--- config.mk ---
export PLATFORM = sky130hd
export DESIGN_NAME = program_sequencer
export DESIGN_NICKNAME = d
export VERILOG_FILES = /design/src/rtl/program_sequencer.sv
export SDC_FILE = /design/constraint.sdc
export NUM_CORES = 1
export LEC_CHECK = 0
export ABC_CLOCK_PERIOD_IN_PS = 1850
export CAP_MARGIN = 40
export CORE_ASPECT_RATIO = 1.1
export CORE_MARGIN = 2
export CORE_UTILIZATION = 56
export CTS_CLUSTER_SIZE = 8
export DETAILED_ROUTE_END_ITERATION = 6
export DONT_BUFFER_PORTS = 1
export MAX_ROUTING_LAYER = met4
export PLACE_DENSITY = 0.74
export RECOVER_POWER = 25
export REMOVE_ABC_BUFFERS = 1
export SYNTH_ARGS = -nofsm -noshare
export SYNTH_HDL_FRONTEND = slang
export SYNTH_SLANG_ARGS = --single-unit
--- constraint.sdc ---
create_clock -name clk -period 1.85 [get_ports clk]
set_input_delay 0.185 -clock clk [delete_from_list [all_inputs] [get_ports clk]]
set_output_delay 0.185 -clock clk [all_outputs]
set_load 0.05 [all_outputs]
--- src/rtl/program_sequencer.sv ---
// -----------------------------------------------------------------------------
// program_sequencer
//
// Program counter with a small return-address stack. One operation per cycle,
// chosen by fixed priority: ret > call > load > branch > count. Requests that
// lose the priority contest in the same cycle are dropped.
//
// Ports
//   clk           single clock, all state changes on the rising edge
//   clear_n       synchronous active-low reset (overrides every other input)
//   hold          freezes PC, stack and error flag setting while high
//   count         address <= address + 1
//   load          address <= jump_address
//   jump_address  target for load and call
//   branch        address <= address + offset (signed, modulo 2^ADDR_WIDTH)
//   offset        two's-complement branch displacement
//   call          push address+1, then jump to jump_address
//   ret           pop the top of the stack into address
//   clear_flags   clears overflow/underflow (acts even while hold is high)
//   address       current PC (registered)
//   stack_level   number of valid stack entries
//   stack_empty   stack_level == 0
//   stack_full    stack_level == STACK_DEPTH
//   overflow      sticky: call attempted on a full stack
//   underflow     sticky: ret attempted on an empty stack
// -----------------------------------------------------------------------------
module program_sequencer #(
   parameter int ADDR_WIDTH  = 8,
   parameter int STACK_DEPTH = 4
) (
   input  logic                                 clk,
   input  logic                                 clear_n,
   input  logic                                 hold,
   input  logic                                 count,
   input  logic                                 load,
   input  logic [ADDR_WIDTH-1:0]                jump_address,
   input  logic                                 branch,
   input  logic [ADDR_WIDTH-1:0]                offset,
   input  logic                                 call,
   input  logic                                 ret,
   input  logic                                 clear_flags,
   output logic [ADDR_WIDTH-1:0]                address,
   output logic [$clog2(STACK_DEPTH+1)-1:0]     stack_level,
   output logic                                 stack_empty,
   output logic                                 stack_full,
   output logic                                 overflow,
   output logic                                 underflow
);

   localparam int LW = $clog2(STACK_DEPTH + 1);
   // Index width into the storage array; at least one bit even for depth 1.
   localparam int IW = (STACK_DEPTH > 1) ? $clog2(STACK_DEPTH) : 1;

   logic [ADDR_WIDTH-1:0] addr_q, addr_d;
   logic [LW-1:0]         level_q, level_d;
   logic                  ovf_q, ovf_d;
   logic                  unf_q, unf_d;

   // Return-address storage. Entries at or above level_q are never read,
   // so the array carries no reset.
   logic [ADDR_WIDTH-1:0] stack_q [STACK_DEPTH];

   logic                  empty, full;
   logic [IW-1:0]         push_idx, pop_idx;
   logic [LW-1:0]         level_m1;
   logic                  push_en;
   logic [ADDR_WIDTH-1:0] push_data;

   assign empty    = (level_q == LW'(0));
   assign full     = (level_q == LW'(STACK_DEPTH));
   assign level_m1 = level_q - LW'(1);
   // Truncation is safe: push only happens when not full (level < DEPTH),
   // pop only when not empty (level-1 < DEPTH).
   assign push_idx = level_q[IW-1:0];
   assign pop_idx  = level_m1[IW-1:0];

   always_comb begin
      addr_d    = addr_q;
      level_d   = level_q;
      ovf_d     = ovf_q;
      unf_d     = unf_q;
      push_en   = 1'b0;
      push_data = addr_q + ADDR_WIDTH'(1);

      // Clearing is applied first so that an error raised in the same
      // cycle overrides it and the flag reads 1.
      if (clear_flags) begin
         ovf_d = 1'b0;
         unf_d = 1'b0;
      end

      if (!hold) begin
         if (ret) begin
            if (empty) begin
               unf_d = 1'b1;
            end else begin
               addr_d  = stack_q[pop_idx];
               level_d = level_m1;
            end
         end else if (call) begin
            if (full) begin
               ovf_d = 1'b1;
            end else begin
               push_en = 1'b1;
               level_d = level_q + LW'(1);
               addr_d  = jump_address;
            end
         end else if (load) begin
            addr_d = jump_address;
         end else if (branch) begin
            // Equal-width modular add is the sign-extended add.
            addr_d = addr_q + offset;
         end else if (count) begin
            addr_d = addr_q + ADDR_WIDTH'(1);
         end
      end
   end

   always_ff @(posedge clk) begin
      if (!clear_n) begin
         addr_q  <= '0;
         level_q <= '0;
         ovf_q   <= 1'b0;
         unf_q   <= 1'b0;
      end else begin
         addr_q  <= addr_d;
         level_q <= level_d;
         ovf_q   <= ovf_d;
         unf_q   <= unf_d;
      end
   end

   always_ff @(posedge clk) begin
      if (clear_n && push_en) begin
         stack_q[push_idx] <= push_data;
      end
   end

   assign address     = addr_q;
   assign stack_level = level_q;
   assign stack_empty = empty;
   assign stack_full  = full;
   assign overflow    = ovf_q;
   assign underflow   = unf_q;

endmodule

**Word-level counts from Yosys, hierarchy flattened**

Memory sizes are Yosys's and may differ from the RTL's.
Index checks and enable logic that the tools add are counted.

- RAM bits: 32
- Word-level logic and storage cells: 46
- Input port bits: 25
- Bits in registers: 13
- Output and inout port bits: 15
- Memories: 1

Memories:

| name | words | width | read ports | clocked after Yosys merged registers in | write ports | line | RTL |
|---|---|---|---|---|---|---|---|
| stack_q | 4 | 8 | 1 | 0 | 1 | 61 | `logic [ADDR_WIDTH-1:0] stack_q [STACK_DEPTH];` |

- Reduce and logical (&&, ||, !) cells: 6
- Equality and inequality tests: 4
- Add/subtract/negate cells: 4
- Multiplexer cells: 26
- Bitwise gates (word level): 1

Operators by type and width:

| cell | number |
|---|---|
| 8-bit 2-to-1 mux | 7 |
| 1-bit 2-to-1 mux | 15 |
| 3-bit 2-to-1 mux | 4 |
| 8-bit by 1-bit adder with 8-bit output (second input constant) | 1 |
| 8-bit adder | 1 |
| 4-bit AND reduction | 2 |
| 5-bit nonzero test | 1 |
| 2-bit inequality test (second input constant) | 2 |
| 3-bit by 1-bit adder with 3-bit output (second input constant) | 1 |
| 3-bit == test (second input constant) | 1 |
| 3-bit zero test | 1 |
| 3-bit inequality test (second input constant) | 1 |
| 3-bit by 1-bit subtractor with 3-bit output (second input constant) | 1 |
| 2-bit nonzero test | 1 |
| 1-bit logical AND | 1 |
| 1-bit inverter | 1 |

**Longest topological paths before layout**

Gate-level depths: netlist (run 1).

- Depth in word-level cells: 8
- Mapped depth: 10
- Depth with buffers taken out: 8

**Worst setup path after synthesis (run 1)**

OpenSTA, ideal clock, no wires.

- Path type: flip-flop to flip-flop
- Start: reg level_q[0], in the netlist stack_level[0]
- End: mem stack_q[0][0] (enable)
- Arrival: 2.473 ns
- Cell stages (with the launch flop): 6
- Path buffers: 1
- Required time: 1.477 ns
- Setup slack: -0.996 ns
- Clock period less this slack: 2.846 ns
- Setup time: 0.373 ns
- Path through: dfxtp_1 > buf_4 > inv_1 > ha_1 > nor2b_1 > nor2b_1

- Longest elaborated chain between the ends: 8

Ends and longest elaborated chain:

| item | line | RTL |
|---|---|---|
| start, declared | 55 | `logic [LW-1:0] level_q, level_d;` |
| start signal, assigned | 127 | `level_q <= level_d;` |
| 3-bit == test | 70 | `assign full = (level_q == LW'(STACK_DEPTH));` |
| 1-bit 2-to-1 mux | 101 | `if (full) begin` |
| 1-bit 2-to-1 mux | 100 | `end else if (call) begin` |
| 1-bit 2-to-1 mux | 93 | `if (ret) begin` |
| 1-bit 2-to-1 mux | 92 | `if (!hold) begin` |
| 1-bit logical AND | 134 | `if (clear_n && push_en) begin` |
| 1-bit 2-to-1 mux | 134 |  |
| 1-bit 2-to-1 mux (not written as such) | 135 | `stack_q[push_idx] <= push_data;` |
| end, declared | 61 |  |

Parallel ways exist; a longest one is shown, timed or not.

**Final worst setup path (run 1)**

- Start: reg addr_q[1], in the netlist address[1]
- End: reg addr_q[5], in the netlist address[5]

- Longest elaborated chain between the ends: 6
- Elaborated cells on any way between the ends: 7
- Classes of those cells: 2 x add/sub; 5 x mux

Ends and longest elaborated chain:

| item | line | RTL |
|---|---|---|
| start, declared | 54 | `logic [ADDR_WIDTH-1:0] addr_q, addr_d;` |
| start signal, assigned | 126 | `addr_q <= addr_d;` |
| 8-bit by 1-bit adder with 8-bit output | 114 | `addr_d = addr_q + ADDR_WIDTH'(1);` |
| 8-bit 2-to-1 mux | 113 | `end else if (count) begin` |
| 8-bit 2-to-1 mux * | 110 | `end else if (branch) begin` |
| 8-bit 2-to-1 mux * | 108 | `end else if (load) begin` |
| 8-bit 2-to-1 mux * | 100 |  |
| 8-bit 2-to-1 mux * | 93 |  |

Mark *: on every way between the ends. The rest lies on a longest branch, timed or not. The select of a mux whose other input is x is not followed.
A chain may end at the register's enable or synchronous reset.

==> results of run 1 <==
-- flip-flops by register name, summed over array words and instances (netlist names) --
name and count:
underflow 1, stack_q 32, stack_level 3, overflow 1
address 8
-- power groups by stage --
| stage | clock [mW] | combinational, mW | sequential (mW) |
|---|---|---|---|
| 3_5_place_dp | 0 | 0.780 | 1.19 |
| 3_3_place_gp | 0 | 0.753 | 1.19 |
| 5_1_grt | 0.667 | 0.935 | 1.18 |
| 4_1_cts | 0.631 | 0.829 | 1.17 |
| 6_report | 0.612 | 0.868 | 1.17 |
| 2_1_floorplan | 0 | 0.418 | 1.32 |
-- cells by family after synthesis --
kind of cell / after synthesis / share of synthesized area [%]
AO/OA/AOI/OAI: 49 / 14.7
XOR/XNOR: 11 / 3.81
adder cells (fa/ha/maj): 14 / 7.22
buffers and inverters: 21 / 3.90
flip-flops: 45 / 48.2
multiplexers: 12 / 8.75
AND/OR/NAND/NOR: 63 / 13.3
-- worst paths after layout --
kind / from / end / slack [ns] / depth (start not counted)
worst max-delay path: address[1] / address[5] / -0.05 / 6
worst min-delay path: clear_n / address[6] / 0.008 / 1
worst max register to register: address[1] / address[5] / -0.05 / 6
worst min register to register: stack_level[2] / overflow / 0.54 / 2
-- worst max-delay path: cells and delay by family (launching register included) --
family,cells,cell delay (ns)
multiplexers,1,0.33
flip-flops,1,0.33
AO/OA/AOI/OAI,4,0.85
adder cells (fa/ha/maj),1,0.26
-- through the flow --
step / hold WS [ns] / total power, mW / utilization (%) / instances / setup TNS (ns)
2_1_floorplan: 0.302 / 1.74 / - / 207 / -35.64
3_3_place_gp: 0.310 / 1.94 / 64.8 / 289 / -0.132
3_5_place_dp: 0.313 / 1.97 / 64.8 / 289 / -0.287
4_1_cts: 0.00401 / 2.63 / 69.3 / 304 / -0.00925
5_1_grt: 0.00635 / 2.78 / 70.7 / 306 / -0.334
6_report: 0.00795 / 2.65 / 70.7 / 306 / -0.0541
-- routing by layer --
layer	vias to the layer above	track usage, %
met4	0	9.78
met1	930	30.3
met3	18	5.30
met2	75	41.6
li1	892	-
met5	-	-
-- layout by cell type, fill, tap and decap left out, types with 2 or more instances in the layout --
master,count
dfxtp_1,12
and2_1,3
edfxtp_1,32
nor2_1,14
nand2_1,10
ha_1,11
nor2b_1,4
o21a_1,3
xor2_1,4
a211o_1,2
clkbuf_8,5
o211ai_1,3
o21ai_0,10
nand2b_1,2
a211oi_1,6
buf_4,31
nand3_1,7
mux4_2,8
xnor2_2,3
nor3_1,5
mux2i_1,3
xnor2_1,4
o21a_4,2
buf_12,3
o32ai_2,2
inv_1,11
a21oi_1,5
nand3b_1,3
nand4_1,2
-- final cells by class --
class,count,share of cell area (%)
inverter,13,1.60
clock inverter,3,0.697
timing repair buffer,36,10.0
multi-input combinational,150,43.1
sequential,45,40.1
clock buffer,5,2.26
tap,54,2.21
-- timing repair --
| action | 4_1_cts | 5_1_grt |
|---|---|---|
| hold endpoints to repair | 1 | 0 |
| hold buffers | 1 | 0 |
| gates resized for setup | 12 | 11 |
| cloned | 1 | 0 |
| buffers inserted | 5 | 2 |
| pin swaps | 9 | 8 |
| endpoints found under the setup margin | 19 | 32 |
==> flow_metrics.py, run 1 <==
metrics = {
    "setup_path": {
        "critical-path-max-stage-delay_ns": 0.33,
        "critPathArrivalTime_ns": 2.08,
        "startpoint_type": "register",
        "cp_slowest_cell": "dfxtp_2",
        "critical_path_class": "reg2reg",
        "required_ns": 2.03,
        "end_kind": "register",
        "path_max_fanout": 2,
        "path_cells": "ha_1 > a211o_1 > a21oi_2 > mux2_4 > a311oi_2 > o32ai_2",
    },
    "clocking": {
        "clk_pin_slew_ns": 0.09,
        "cts.sinks": 45,
        "root_buffer": "clkbuf_8",
        "cts_buffer_depth": 2,
        "cts_tree": "built",
        "cts_made_buffers": 5,
        "clk_latency_ns": 0.30,
        "htree_num_levels": 2,
    },
    "status": {
        "status": "finished, violations left",
        "violations": "negative setup slack",
    },
    "synthesis": {
        "synth_seq_cells": 45,
        "yosysTopAreaCell": "edfxtp_1",
        "yosysWarnings": 0,
        "synthTopCellsByCount": "edfxtp_1, nor2_1, dfxtp_1, ha_1, inv_1",
        "synth_area_leaders": "edfxtp_1, dfxtp_1, mux4_2, ha_1, xnor2_1",
        "async_flop_share_pct": 0,
        "syn_avg_cell_area_um2": 11.8,
        "yosysTopAreaCellShare_pct": 38.0,
        "synth_enable_flop_cells": 32,
        "syn_inst": 215,
        "ys_types": 56,
        "yosysMostFrequentCell": "edfxtp_1",
        "synthesis.area_mm2": 0.00253,
        "synthFlopType": "edfxtp_1",
        "synth_seq_area_share_pct": 48.2,
    },
    "power_and_ir_drop": {
        "combinationalPowerShare_pct": 32.7,
        "sw_frac_of_total_pct": 33.0,
        "leakage_nw": 1.14,
        "vdd_ir_drop_max_mv": 0.585,
        "switchingPower_uw": 877,
        "power.density_mw_per_mm2": 870,
        "intPower_mw": 1.78,
        "power_frac_seq_pct": 44.2,
        "p_clk_share_pct": 23.1,
    },
    "die": {
        "die_area_mm2": 0.00507,
        "fp-row-count": 25,
        "start_util_pct": 58.6,
        "ios": 40,
        "die_h_um": 74.5,
        "core_area_mm2": 0.00432,
        "die_x_um": 68.1,
    },
    "final_layout": {
        "multi_input_area_mm2": 0.00132,
        "synthToLayoutAreaGrowth_pct": 20.6,
        "fill_cells": 296,
        "diodes": 0,
        "seq_area_mm2": 0.00122,
        "drive_above_1_share_pct": 30.6,
        "design_area_mm2": 0.00305,
        "nets": 290,
    },
    "detailed_routing": {
        "wl_met2_um": 2910,
        "wire_per_inst_um": 19.3,
        "detail-route-antenna-nets": 0,
        "drc_errors": 0,
        "drt_wl_total_um": 5890,
        "firstDrtPassIters": 4,
        "routed.top_layer": "met4",
        "wl_met1_um": 2530,
        "met3WireLength_um": 304,
        "drt_iter0_drc": 121,
        "vias_per_cell": 6.26,
        "routed-via-count": 1915,
    },
    "global_routing": {
        "track_usage_pct": 25.3,
        "gr-total-overflow": 0,
        "grt_pass1_vias": 1896,
        "grt_max_degree": 24,
        "antenna_found_initial": 0,
        "grt_first_pass_wirelength_um": 9140,
    },
    "run": {
        "maxCapViolCount": 0,
    },
    "timing": {
        "worstMarginPinSlew_ns": 0.670,
        "post-route-min-period_ns": 1.90,
        "finalCritPeriodShare_pct": 103,
        "drv_slew": 0,
        "fin_worst_skew_ns": 0.0122,
        "setup_viol": 1,
        "rsz0062_at_grt": "yes",
        "final.setup.worst_slack_ns": -0.0541,
        "finalHoldViolCount": 0,
        "relSlewSlack_pct": 55.3,
        "fmax_mhz": 525,
    },
    "place": {
        "post-dp-hpwl_um": 4160,
        "globalplace.congestion": 0.854,
        "pre_cts_ws_ns": -0.190,
        "portBuffers": 0,
        "place_area_mm2": 0.00280,
    },
    "worst_hold_path": {
        "hp-class": "in2reg",
    },
}
Power figures use the tool's default switching activity.
==> inputs of run 2 (changes only) <==
--- a/config.mk
+++ b/config.mk
@@ -5,6 +5,7 @@
 export SDC_FILE = /design/constraint.sdc
 export NUM_CORES = 1
 export LEC_CHECK = 0
+export ABC_AREA = 1
 export ABC_CLOCK_PERIOD_IN_PS = 1850
 export CAP_MARGIN = 40
 export CORE_ASPECT_RATIO = 1.1
@@ -13,6 +14,7 @@
 export CTS_CLUSTER_SIZE = 8
 export DETAILED_ROUTE_END_ITERATION = 6
 export DONT_BUFFER_PORTS = 1
+export HOLD_SLACK_MARGIN = 0.06
 export MAX_ROUTING_LAYER = met4
 export PLACE_DENSITY = 0.74
 export RECOVER_POWER = 25
==> flow_metrics.py, run 2 <==
metrics = {
    "final_layout": {
        "nets": 365,
        "largest_register_ffs": 32,
        "diodes": 0,
        "layout_common_cells": "nand2_1, nor2_1, edfxtp_1",
        "fin_util_pct": 67.6,
        "fill_cells": 369,
        "seq_area_mm2": 0.00122,
        "drive_above_1_share_pct": 15.0,
        "layout_commonest_cell": "nand2_1",
        "largest_register": "stack_q",
        "multi_input_area_mm2": 0.00120,
        "synthToLayoutAreaGrowth_pct": 14.4,
    },
    "timing": {
        "setup_viol": 0,
        "drv_slew": 0,
        "fin_worst_skew_ns": 0.00702,
        "finalCritPeriodShare_pct": 93.2,
        "final.setup.worst_slack_ns": 0.127,
        "fmax_mhz": 580,
        "rsz0062_at_grt": "no",
        "tns_ns": 0,
        "worstMarginPinSlew_ns": 0.604,
        "finalHoldViolCount": 0,
        "hold_ws_ns": 0.0727,
        "relSlewSlack_pct": 59.9,
        "post-route-min-period_ns": 1.72,
    },
    "global_routing": {
        "grt_busiest_layer": "met2",
        "gr-usage-met2_pct": 42.1,
        "grtUsageMet1_pct": 35.6,
        "track_usage_pct": 26.8,
        "gr-total-overflow": 0,
        "grt_pass1_vias": 2006,
        "grt_first_pass_wirelength_um": 9550,
        "use_met3_pct": 3.74,
        "grt_max_degree": 22,
        "antenna_found_initial": 0,
    },
    "place": {
        "post-dp-hpwl_um": 4300,
        "globalplace.congestion": 0.937,
        "pre_cts_ws_ns": 0.0738,
        "portBuffers": 0,
    },
    "die": {
        "core_area_mm2": 0.00435,
        "die_area_mm2": 0.00515,
        "ios": 40,
        "die_x_um": 68.6,
        "fp-row-count": 25,
        "start_util_pct": 59.1,
        "die_h_um": 75.0,
    },
    "clocking": {
        "cts_buffer_depth": 2,
        "root_buffer": "clkbuf_8",
        "htree_num_levels": 2,
        "clk_latency_ns": 0.29,
        "cts.sinks": 45,
        "cts_tree": "built",
        "clk_pin_slew_ns": 0.08,
        "cts_made_buffers": 5,
    },
    "synthesis": {
        "synthFlopType": "edfxtp_1",
        "syn_avg_cell_area_um2": 8.53,
        "syn_inst": 301,
        "synth_area_leaders": "edfxtp_1, dfxtp_1, nand2_1, ha_1, nor2_1",
        "synth_seq_area_share_pct": 47.5,
        "synth_seq_cells": 45,
        "synth_enable_flop_cells": 32,
        "synthesis.area_mm2": 0.00257,
        "ys_types": 36,
        "yosysMostFrequentCell": "nand2_1",
        "async_flop_share_pct": 0,
        "synthTopCellsByCount": "nand2_1, nor2_1, edfxtp_1",
        "yosysTopAreaCell": "edfxtp_1",
        "yosysTopAreaCellShare_pct": 37.4,
        "yosysWarnings": 0,
    },
    "setup_path": {
        "end_kind": "register",
        "critical-path-max-stage-delay_ns": 0.34,
        "crit_top_cell": "nand2_1",
        "critPathArrivalTime_ns": 1.94,
        "path_max_fanout": 5,
        "required_ns": 2.07,
        "critical_path_buf_inv_count": 2,
        "path_cells": "inv_1 > ha_1 > inv_1 > nor2_2 > nand2_1 > nand2_1 > nor2_2 > nand2_4 > a31oi_1 > nand2_1 > a21oi_1",
        "startpoint_type": "register",
        "cp_slowest_cell": "dfxtp_1",
        "cp_top_family": "simple AND/OR/NAND/NOR gates",
        "critical_path_class": "reg2reg",
    },
    "power_and_ir_drop": {
        "intPower_mw": 1.76,
        "power.density_mw_per_mm2": 873,
        "combinationalPowerShare_pct": 27.0,
        "sw_frac_of_total_pct": 31.5,
        "power_frac_seq_pct": 45.0,
        "leakage_nw": 1.20,
        "switchingPower_uw": 807,
        "p_clk_share_pct": 28.0,
        "vdd_ir_drop_max_mv": 0.456,
    },
    "detailed_routing": {
        "detail-route-antenna-nets": 0,
        "vias_per_cell": 5.51,
        "routed-via-count": 2101,
        "firstDrtPassIters": 4,
        "drt_wl_total_um": 6040,
        "drc_errors": 0,
        "wire_per_inst_um": 15.9,
        "drt_iter0_drc": 150,
    },
    "status": {
        "status": "finished clean",
    },
    "worst_hold_path": {
        "hp-class": "in2reg",
    },
    "run": {
        "maxCapViolCount": 0,
    },
}
run 2: cell types whose count changed in the layout (fill, tap and decap cells not counted), moves of 5 or more:
cell,previous run,this run
mux4_2,8,0
inv_1,11,31
clkbuf_1,1,6
buf_4,31,16
o21ai_0,10,30
a211oi_1,6,0
nand3_1,7,12
a21oi_1,5,14
nand2_1,10,62
nor2_1,14,39
run 2: logic make-up after synthesis:
| group | share of synthesized area [%] |
|---|---|
| AND/OR/NAND/NOR | 21.1 |
| flip-flops | 47.5 |
| AO/OA/AOI/OAI | 14.6 |
| XOR/XNOR | 2.73 |
| adder cells (fa/ha/maj) | 7.11 |
| buffers and inverters | 6.96 |
run 2: repair_timing:
| item | 4_1_cts | 5_1_grt |
|---|---|---|
| endpoints found under the setup margin | 0 | 5 |
| buffers inserted | 0 | 0 |
| endpoints found under the hold margin | 3 | 0 |
| hold buffers | 2 | 0 |
| resized for setup | 0 | 11 |
run 2: path summary, 6_finish.rpt:
kind	startpoint	to	slack [ns]	cells past startpoint
max	stack_level[1]	address[5]	0.13	11
min	ret	stack_level[1]	0.07	2
max reg2reg	stack_level[1]	address[5]	0.13	11
min reg2reg	address[7]	address[7]	0.55	2
run 2: worst register-to-register path, stage by stage (launching register included):
cell and delay [ns]:
dfxtp_1 0.34, inv_1 0.07, ha_1 0.21, inv_1 0.10
nor2_2 0.05, nand2_1 0.06, nand2_1 0.08, nor2_2 0.14
nand2_4 0.10, a31oi_1 0.28, nand2_1 0.09, a21oi_1 0.15
run 2: power groups by stage:
stage	Combinational [mW]	Clock, mW	Sequential (mW)
final	0.691	0.718	1.15
after global routing	0.766	0.753	1.16
after CTS	0.680	0.727	1.15
after detailed placement	0.672	0	1.17
after global placement	0.659	0	1.17
after floorplan	0.365	0	1.28
run 2: per-stage QoR:
stage / power [mW] / std cells / area, um2
floorplan: 1.64 / 292 / 2520
global placement: 1.83 / 371 / 2780
detailed placement: 1.85 / 371 / 2780
CTS: 2.56 / 381 / 2910
global route: 2.68 / 381 / 2940
finish: 2.56 / 381 / 2940
run 2: per-layer routing:
| layer | wire, um | part of all wire, % | vias up |
|---|---|---|---|
| met4 | 147 | 2.4 | 0 |
| li1 | - | - | 1056 |
| met5 | 0 | 0 | - |
| met1 | 2600 | 43 | 968 |
| met2 | 3030 | 50 | 67 |
| met3 | 266 | 4.4 | 10 |
run 2: cell type report:
| type | count | share of cell area (%) |
|---|---|---|
| sequential | 45 | 41.6 |
| multi-input combinational | 214 | 40.8 |
| timing repair buffer | 27 | 7.37 |
| inverter | 33 | 4.30 |
| clock buffer | 6 | 2.47 |
| tap | 54 | 2.30 |
| clock inverter | 2 | 1.19 |
==> inputs of run 3 (changes only) <==
--- a/config.mk
+++ b/config.mk
@@ -6,7 +6,7 @@
 export NUM_CORES = 1
 export LEC_CHECK = 0
 export ABC_AREA = 1
-export ABC_CLOCK_PERIOD_IN_PS = 1850
+export ABC_CLOCK_PERIOD_IN_PS = 1800
 export CAP_MARGIN = 40
 export CORE_ASPECT_RATIO = 1.1
 export CORE_MARGIN = 2
@@ -16,9 +16,10 @@
 export DONT_BUFFER_PORTS = 1
 export HOLD_SLACK_MARGIN = 0.06
 export MAX_ROUTING_LAYER = met4
-export PLACE_DENSITY = 0.74
+export PLACE_DENSITY = 0.71
 export RECOVER_POWER = 25
 export REMOVE_ABC_BUFFERS = 1
+export SKIP_LAST_GASP = 1
 export SYNTH_ARGS = -nofsm -noshare
 export SYNTH_HDL_FRONTEND = slang
 export SYNTH_SLANG_ARGS = --single-unit
==> constraint.sdc (replaced) <==
create_clock -name clk -period 1.8 [get_ports clk]
set_input_delay 0.18 -clock clk [delete_from_list [all_inputs] [get_ports clk]]
set_output_delay 0.18 -clock clk [all_outputs]
set_load 0.05 [all_outputs]
==> flow_metrics.py, run 3 (synthesized netlist as in run 2, its figures left out) <==
metrics = {
    "clocking": {
        "clk_latency_ns": 0.29,
        "cts_made_buffers": 5,
        "clk_pin_slew_ns": 0.08,
        "root_buffer": "clkbuf_8",
        "cts.sinks": 45,
        "cts_buffer_depth": 2,
        "htree_num_levels": 2,
        "cts_tree": "built",
    },
    "place": {
        "portBuffers": 0,
        "globalplace.congestion": 0.943,
        "pre_cts_ws_ns": 0.0456,
        "place_area_mm2": 0.00281,
        "post-dp-hpwl_um": 4210,
    },
    "detailed_routing": {
        "wl_met1_um": 2520,
        "firstDrtPassIters": 5,
        "drt_iter0_drc": 149,
        "drt_wl_total_um": 6200,
        "routed.top_layer": "met4",
        "drc_errors": 0,
        "met3WireLength_um": 483,
        "vias_per_cell": 5.52,
        "wire_per_inst_um": 16.0,
        "wl_met2_um": 3070,
        "detail-route-antenna-nets": 0,
        "routed-via-count": 2142,
    },
    "die": {
        "die_x_um": 68.6,
        "die_h_um": 75.0,
        "ios": 40,
        "fp-row-count": 25,
        "die_area_mm2": 0.00515,
        "start_util_pct": 59.1,
        "core_area_mm2": 0.00435,
    },
    "final_layout": {
        "layout_commonest_cell": "nand2_1",
        "synthToLayoutAreaGrowth_pct": 17.0,
        "fin_util_pct": 69.1,
        "largest_register": "stack_q",
        "drive_above_1_share_pct": 18.9,
        "largest_register_ffs": 32,
        "layout_common_cells": "nand2_1, nor2_1, edfxtp_1",
        "multi_input_area_mm2": 0.00121,
        "nets": 372,
        "diodes": 0,
        "seq_area_mm2": 0.00122,
        "design_area_mm2": 0.00300,
        "fill_cells": 331,
    },
    "timing": {
        "relSlewSlack_pct": 65.1,
        "setup_viol": 0,
        "fmax_mhz": 590,
        "tns_ns": 0,
        "finalCritPeriodShare_pct": 94.2,
        "hold_ws_ns": 0.0931,
        "rsz0062_at_grt": "yes",
        "post-route-min-period_ns": 1.70,
        "drv_slew": 0,
        "worstMarginPinSlew_ns": 0.522,
        "fin_worst_skew_ns": 0.00527,
        "final.setup.worst_slack_ns": 0.105,
        "finalHoldViolCount": 0,
    },
    "power_and_ir_drop": {
        "power.density_mw_per_mm2": 881,
        "sw_frac_of_total_pct": 31.1,
        "intPower_mw": 1.82,
        "switchingPower_uw": 824,
        "vdd_ir_drop_max_mv": 0.497,
        "power_frac_seq_pct": 44.8,
        "p_clk_share_pct": 27.3,
        "leakage_nw": 1.25,
        "combinationalPowerShare_pct": 27.9,
    },
    "setup_path": {
        "critPathArrivalTime_ns": 1.92,
        "cp_slowest_cell": "dfxtp_1",
        "startpoint_type": "register",
        "end_kind": "register",
        "critical_path_class": "reg2reg",
        "path_cells": "ha_2 > inv_1 > fa_2 > o21ai_2 > xor2_1 > nor2_1 > o21ai_0 > nand2_1 > a21oi_2",
        "critical-path-max-stage-delay_ns": 0.35,
        "ff2ff_path_depth": 9,
        "path_max_fanout": 2,
        "required_ns": 2.03,
    },
    "run": {
        "maxCapViolCount": 0,
    },
    "global_routing": {
        "gr-total-overflow": 0,
        "grt_first_pass_wirelength_um": 9880,
        "grt_max_degree": 22,
        "antenna_found_initial": 0,
        "track_usage_pct": 27.7,
        "grt_pass1_vias": 2099,
    },
    "worst_hold_path": {
        "hp-class": "in2reg",
        "holdPathStages": 2,
    },
    "status": {
        "status": "finished clean",
    },
}
[run 3: metrics by stage]
step	power, mW	std cells
2_1_floorplan	1.69	292
3_3_place_gp	1.89	376
3_5_place_dp	1.90	376
4_1_cts	2.63	387
5_1_grt	2.78	388
6_report	2.65	388
[run 3: per-layer routing]
layer | GRT usage [%] | up-vias
met5 | - | -
li1 | - | 1075
met4 | 12.0 | 0
met3 | 5.38 | 12
met1 | 35.1 | 963
met2 | 43.2 | 92
[run 3: repair_timing]
| action | CTS | global route |
|---|---|---|
| resized for setup | 0 | 15 |
| setup buffers | 0 | 0 |
| endpoints found under the setup margin | 0 | 8 |
| hold buffers | 3 | 1 |
| endpoints found under the hold margin | 3 | 1 |
[run 3: final timing paths]
kind / end / from / slack [ns]
hold / removal: stack_level[0] / clear_n / 0.09
hold reg to reg: address[7] / address[7] / 0.54
setup reg to reg: address[4] / address[0] / 0.10
setup / recovery: address[4] / address[0] / 0.10
[run 3: worst max-delay path: cells and delay by family, from the launching register on]
kind | cells | cell delay, ns
compound gates | 3 | 0.41
xor+xnor | 1 | 0.15
fa+ha+maj | 2 | 0.53
buf+inv | 1 | 0.05
flops | 1 | 0.35
simple gates | 2 | 0.14
[run 3: final cells by class]
| type | instances | share of cell area (%) |
|---|---|---|
| flip-flops and latches | 45 | 40.7 |
| multi-input cells | 214 | 40.3 |
| repair buffers | 34 | 8.95 |
| inverters | 33 | 4.21 |
| clock buffers | 6 | 2.42 |
| well taps | 54 | 2.25 |
| clock inverters | 2 | 1.12 |
[run 3: power by group through the flow]
stage / Sequential (mW) / Combinational, mW / Clock, mW
finish: 1.19 / 0.739 / 0.722
global route: 1.19 / 0.820 / 0.772
CTS: 1.18 / 0.707 / 0.736
detailed placement: 1.21 / 0.693 / 0
global placement: 1.21 / 0.683 / 0
floorplan: 1.31 / 0.375 / 0
